[config.mk]
export PLATFORM = sky130hd
export DESIGN_NAME = forward_scoreboard
export DESIGN_NICKNAME = d
export VERILOG_FILES = /design/src/rtl/forward_scoreboard.sv
export SDC_FILE = /design/constraint.sdc
export NUM_CORES = 1
export LEC_CHECK = 0
export BUFFER_PORTS_ARGS = -buffer_cell sky130_fd_sc_hd__buf_2
export CORE_MARGIN = 4
export CORE_UTILIZATION = 45
export DETAILED_ROUTE_END_ITERATION = 10
export HOLD_SLACK_MARGIN = 0.15
export MAX_ROUTING_LAYER = met4
export PLACE_DENSITY = 0.85
export SKIP_LAST_GASP = 1
export SYNTH_ARGS = -nofsm -noshare
export SYNTH_HDL_FRONTEND = slang
export SYNTH_SLANG_ARGS = --single-unit
[constraint.sdc]
create_clock -name clk -period 1.4 [get_ports clk]
set_input_delay 0 -clock clk [delete_from_list [all_inputs] [get_ports clk]]
set_output_delay 0 -clock clk [all_outputs]
set_load 0.05 [all_outputs]
[src/rtl/forward_scoreboard.sv]
// Purpose: operand-forwarding and load-use hazard unit that sits beside the decode/execute boundary.
// Latency: fwd_sel and stall are combinational (0 cycles); the producer shadow pipeline advances every clock.
// Backpressure: stall holds fetch/decode for one cycle per load-use pair and injects a bubble into stage 1.
//
// Optional feature: define FWD_STALL_COUNT_EN to add a saturating 16-bit stall_cnt output.

module forward_scoreboard #(
    parameter int NUM_READ = 2,
    parameter int STAGES   = 2,   // tracked producer stages after issue; must be >= 2
    parameter int REG_W    = 5,
    parameter int ZERO_REG = 31,
    localparam int SW      = $clog2(STAGES + 1)
) (
    input  logic                      clk,
    input  logic                      rst_n,
    input  logic                      flush,
    input  logic                      issue_valid,
    input  logic [REG_W-1:0]          issue_rd,
    input  logic                      issue_we,
    input  logic                      issue_load,
    input  logic [NUM_READ*REG_W-1:0] src_addr,
    input  logic [NUM_READ-1:0]       src_used,
    output logic [NUM_READ*SW-1:0]    fwd_sel,
    output logic                      stall
`ifdef FWD_STALL_COUNT_EN
    ,
    output logic [15:0]               stall_cnt
`endif
);

    localparam logic [REG_W-1:0] ZERO_ADDR = REG_W'(ZERO_REG);

    // One tracked producer: where its result is headed and whether it is usable for bypass.
    typedef struct packed {
        logic             vld;
        logic [REG_W-1:0] rd;
        logic             we;
        logic             load;
    } stage_t;

    // Index k matches the bypass select encoding: stage 1 is EX, stage 2 is MEM, and so on.
    stage_t           stg [1:STAGES];
    stage_t           stg_in;
    logic [STAGES:1]  match [NUM_READ];

    // Per-port, per-stage producer match; the zero register and unused ports never match.
    always_comb begin
        for (int i = 0; i < NUM_READ; i++) begin
            match[i] = '0;
            for (int k = 1; k <= STAGES; k++) begin
                match[i][k] = stg[k].vld && stg[k].we
                           && (stg[k].rd == src_addr[i*REG_W +: REG_W])
                           && src_used[i]
                           && (src_addr[i*REG_W +: REG_W] != ZERO_ADDR);
            end
        end
    end

    // Bypass select: scan oldest to youngest so the youngest matching producer is written last and wins.
    always_comb begin
        fwd_sel = '0;
        for (int i = 0; i < NUM_READ; i++) begin
            for (int k = STAGES; k >= 1; k--) begin
                if (match[i][k]) begin
                    fwd_sel[i*SW +: SW] = SW'(k);
                end
            end
        end
    end

    // Load-use hazard: a load still in stage 1 has no result yet, so any consumer of it must wait a cycle.
    // A load that has reached stage 2 or beyond forwards normally.
    always_comb begin
        stall = 1'b0;
        for (int i = 0; i < NUM_READ; i++) begin
            if (match[i][1] && stg[1].load) begin
                stall = 1'b1;
            end
        end
    end

    // Entry into stage 1: a stalled or flushed issue becomes a bubble; upstream re-presents it.
    always_comb begin
        stg_in      = '0;
        stg_in.vld  = issue_valid && !stall && !flush;
        stg_in.rd   = issue_rd;
        stg_in.we   = issue_we;
        stg_in.load = issue_load;
    end

    // Shadow pipeline: advances every clock with no enable; flush clears every valid bit at once.
    always_ff @(posedge clk or negedge rst_n) begin
        if (!rst_n) begin
            for (int k = 1; k <= STAGES; k++) begin
                stg[k] <= '0;
            end
        end else begin
            stg[1] <= stg_in;
            for (int k = 2; k <= STAGES; k++) begin
                stg[k] <= '{vld:  stg[k-1].vld && !flush,
                            rd:   stg[k-1].rd,
                            we:   stg[k-1].we,
                            load: stg[k-1].load};
            end
        end
    end

`ifdef FWD_STALL_COUNT_EN
    // Saturating count of load-use stall cycles; a stall coinciding with a flush is not counted.
    always_ff @(posedge clk or negedge rst_n) begin
        if (!rst_n) begin
            stall_cnt <= 16'd0;
        end else if (stall && !flush && (stall_cnt != 16'hFFFF)) begin
            stall_cnt <= stall_cnt + 16'd1;
        end
    end
`endif

endmodule

Word-level counts from Yosys, hierarchy flattened --
Index checks and enable logic that the tools add are counted.
Cells by class: multiplexer cells 6, equal/unequal tests 6, reductions and logical operators 21
Operators by type and width (count):
- $eq 5x5->1 | 4
- $logic_and 1x1->1 | 19
- $ne 5x5->1 const B | 2
- $mux 2 | 4
- $logic_not 1->1 | 2
- $mux 1 | 2
Storage, ports and cells: logic and storage cells 40, bits in registers 15, output and inout bits 5

Logic depth before layout (Yosys ltp) --
word-level depth 10, depth in mapped cells 5, gate-level depth less buffers 5

Worst setup path before layout --
Ideal clock, no wire load.
path kind register -> register, from reg stg[12] (netlist name), to reg stg[15] (netlist name), required time 1.269 ns, period minus slack after synthesis 2.381 ns, path buffers 0, setup slack -0.981 ns, cell stages (with the launch flop) 6, data arrival time 2.249 ns, cells stage by stage dfrtp_1 xnor2_1 nand4_1 nor4_2 o21a_2 nor3b_2
RTL lines:
- start, declared | RTL line 42 | stage_t stg [1:STAGES];
- start signal, assigned by index | RTL line 100 | stg[k] <= '{vld: stg[k-1].vld && !flush,

Worst setup path after layout --
from reg stg[14] (netlist name), to out fwd_sel[3]
Between the ends: longest elaborated chain between the ends 5
Ends and longest elaborated chain:
- $eq 5x5->1 | RTL line 52 | && (stg[k].rd == src_addr[i*REG_W +: REG_W])
- $logic_and 1x1->1 | RTL line 52
- $logic_and 1x1->1 | RTL line 53 | && src_used[i]
- $logic_and 1x1->1 | RTL line 54 | && (src_addr[i*REG_W +: REG_W] != ZERO_ADDR);
- $mux 2 | RTL line 64 | if (match[i][k]) begin
- end, declared | RTL line 23 | output logic [NUM_READ*SW-1:0] fwd_sel,
No other way between the ends.

==> summary.txt <==
Place
  – Post-DP HPWL: roughly 1.3 mm
  – Routability cong.: 0.8396
  – Placed cell areas: 892.1 sq um
  – # port buffers: 27

Critical path
  – CP Data Arrival Time: 1760 ps
  – Critical Path Sink Type: primary output
  – Critical path, cell by cell: xnor2_1, nand4_1, nor4_4, buf_4, nor3_2, buf_6
  – Critical path startpoint category: register
  – Crit path buf inv count: 2
  – Max incr delay on CP: approximately 440 ps
  – Critical Path Fanout Max: 3
  – Critical-path top delay cell: dfrtp_1
  – Crit path required time: 1400 ps
  – Critical path class: register to primary output
  – Crit path max-delay family: simple AND/OR/NAND/NOR gates

Final layout
  – Area growth syn-to-layout: 63.12%
  – Antenna Cells: 0
  – Nets: 126
  – FILL cells: 73
  – Largest Register: stg
  – Core Util, Final: between 80 and 90%
  – Largest regs: stg (15)
  – Layout cell share with drive strength beyond 1: 44.12%
  – Finished Cell Area: 1112 sq um
  – Largest register FFs: 15

Yosys
  – Synth unique cells: 14
  – Compound-Gate Fraction of Synth Area: between 2 and 3%
  – Flop and latch count out of synthesis: 15
  – Post-synthesis adder-cell area fraction: 0%
  – Synthesized area per cell: 12.40 sq um
  – Register area share after synthesis: between 50% and 60%
  – Mux cell area share after synthesis: 0%
  – Synth warn: 0
  – Net Count, Synth: 78
  – Synth Area in XOR/XNOR: between 20 and 30%
  – Synth Area in Simple Gates: between 10% and 20%
  – Cells after Synth: 55
  – Post-Syn Area: between 600 and 700 sq um
  – Largest family of logic cells by synthesized area: XOR/XNOR gates

STA
  – Final WS setup: -357.7 ps
  – Clock period minus worst slack: 1758 ps
  – Fin crit share: 125.5%
  – Clock skew: slightly above 4 ps
  – Final Hold Viols: 0
  – RSZ-0062 raised after global routing: yes
  – Final Max Tran Viols: 0
  – Slew headroom: 54.84%
  – Max Clock Freq: around 570 MHz
  – Worst Tran Pin Value: 675.2 ps
  – Setup-failing EPs final: 5

Clocking
  – H-tree levels: 1
  – CTS Buffer Depth: 2
  – Num CTS Buffers: 3
  – Root Driver: clkbuf_4
  – TritonCTS clock tree: done
  – CTS clk-pin slew, worst paths: 90 ps
  – Clock sinks: 15
  – Worst-skew pair later-pin latency: 290 ps

Global route
  – Number of global-route vias before repair: roughly 730
  – Initial antenna violation count: 0
  – Global-route wire length before repair: 3.443 mm
  – Largest net degree at the start of global routing: 16
  – Remaining Overflow, GRT: 0
  – Total Routing Usage GR: 24.12%

Worst hold path
  – Worst Hold Class: primary input to register

Routing
  – Initial drt markers: 19
  – Via count: roughly 640
  – Drt via density: between 5 and 6
  – Wire length per cell: 18.57 um
  – DRC: 0
  – Total wire length: 2.173 mm
  – Final ANT Viol Nets: 0
  – Drt pass-1 iters: 4

Job
  – Max_cap viols: 0

Power
  – Max VDD drop: between 0.9 and 1 mV
  – PD cells: 810.0 nW/um^2
  – Leak: 0.0004936 uW

Run status
  – Failing checks: setup timing
  – Status: finished, violations left

Die
  – Row count: 13
  – Die span in x: 46.93 um
  – IO Count: 28
  – Die Y: 46.93 um
  – Die area: 2202 sq um
  – Core footprint: ~1400 sq um
  – Initial Util: 49.91%
==> layer usage <==
metal | vias to the layer above | GRT usage, % | wire (um)
li1 | 285 | - | -
met4 | 0 | 17.13 | 79
met1 | 309 | 26.70 | 828
met5 | - | - | 0
met2 | 31 | 38.75 | 1158
met3 | 14 | 4.215 | 108
==> placed cells by master (no fill, tap or decap), drive strengths merged <==
cell         Yosys  layout
buf              0      32
nand2            3       3
dfrtp           15      15
clkbuf           0       3
nor4             4       4
nand3            2       2
o21ai            2       2
nand4            4       4
xor2            10      10
nor3             2       2
dlygate4sd3      0      11
nor3b            1       1
clkinv           0       1
xnor2           10      10
nor2b            1       1
o21a             1       1
==> final cells by class <==
type / count / area, sq um / area share, %
well taps: 15 / 18.77 / 1.687
flip-flops and latches: 15 / 375.4 / 33.75
clock inverters: 1 / 5.005 / 0.4499
repair buffers: 43 / 329.1 / 29.58
multi-input cells: 40 / 361.6 / 32.51
clock buffers: 3 / 22.52 / 2.025
==> final timing paths <==
path / start / end / slack (ps) / cells after the start
setup / recovery: stg[14] / fwd_sel[3] / -360 / 6
max in group asynchronous: rst_n / stg[7] / 130 / 3
hold reg to reg: stg[9] / stg[1] / 420 / 0
min in group asynchronous: rst_n / stg[9] / 840 / 3
setup reg to reg: stg[14] / stg[15] / 10 / 5
hold / removal: issue_rd[4] / stg[14] / 350 / 2
==> where the power goes <==
group,internal [uW],switching (uW),leakage (uW),total [uW]
combinational,90.0,82.8,0.000298,173
sequential,455,20.7,0.000178,475
clock,106,146,0.0000177,253
==> stage by stage <==
stage | instances | hold slack [ps] | setup slack [ps] | setup TNS [ps] | power [uW]
2_1_floorplan | 55 | -295.6 | -524.8 | -1467 | 542.0
3_3_place_gp | 100 | -90.53 | -59.44 | -160.1 | 605.4
3_5_place_dp | 100 | -86.21 | -57.71 | -182.3 | 609.8
4_1_cts | 116 | 342.9 | -275.1 | -1186 | 886.1
5_1_grt | 117 | 346.8 | -409.4 | -1810 | 943.8
6_report | 117 | 345.7 | -357.7 | -1476 | 901.0
==> Yosys cell counts, drive strengths merged <==
cell	number	area share, %
nand2	3	1.7
xnor2	10	13
nor4	4	5.5
nand4	4	3.7
o21ai	2	1.5
xor2	10	13
o21a	1	1.3
dfrtp	15	55
nor3	2	1.5
nand3	2	1.5
nor2b	1	0.92
nor3b	1	1.8
==> cells by family after synthesis <==
family | Yosys count
compound gates | 3
flops | 15
xor+xnor | 20
simple gates | 17
==> timing repair <==
action                                  in CTS  in global routing
hold buffers                                11                  0
endpoints found under the setup margin       5                  6
hold endpoints to repair                    24                  0
pin swaps                                    2                  1
setup buffers                                1                  1
resized for setup                           15                  2
Power figures use the tool's default switching activity.
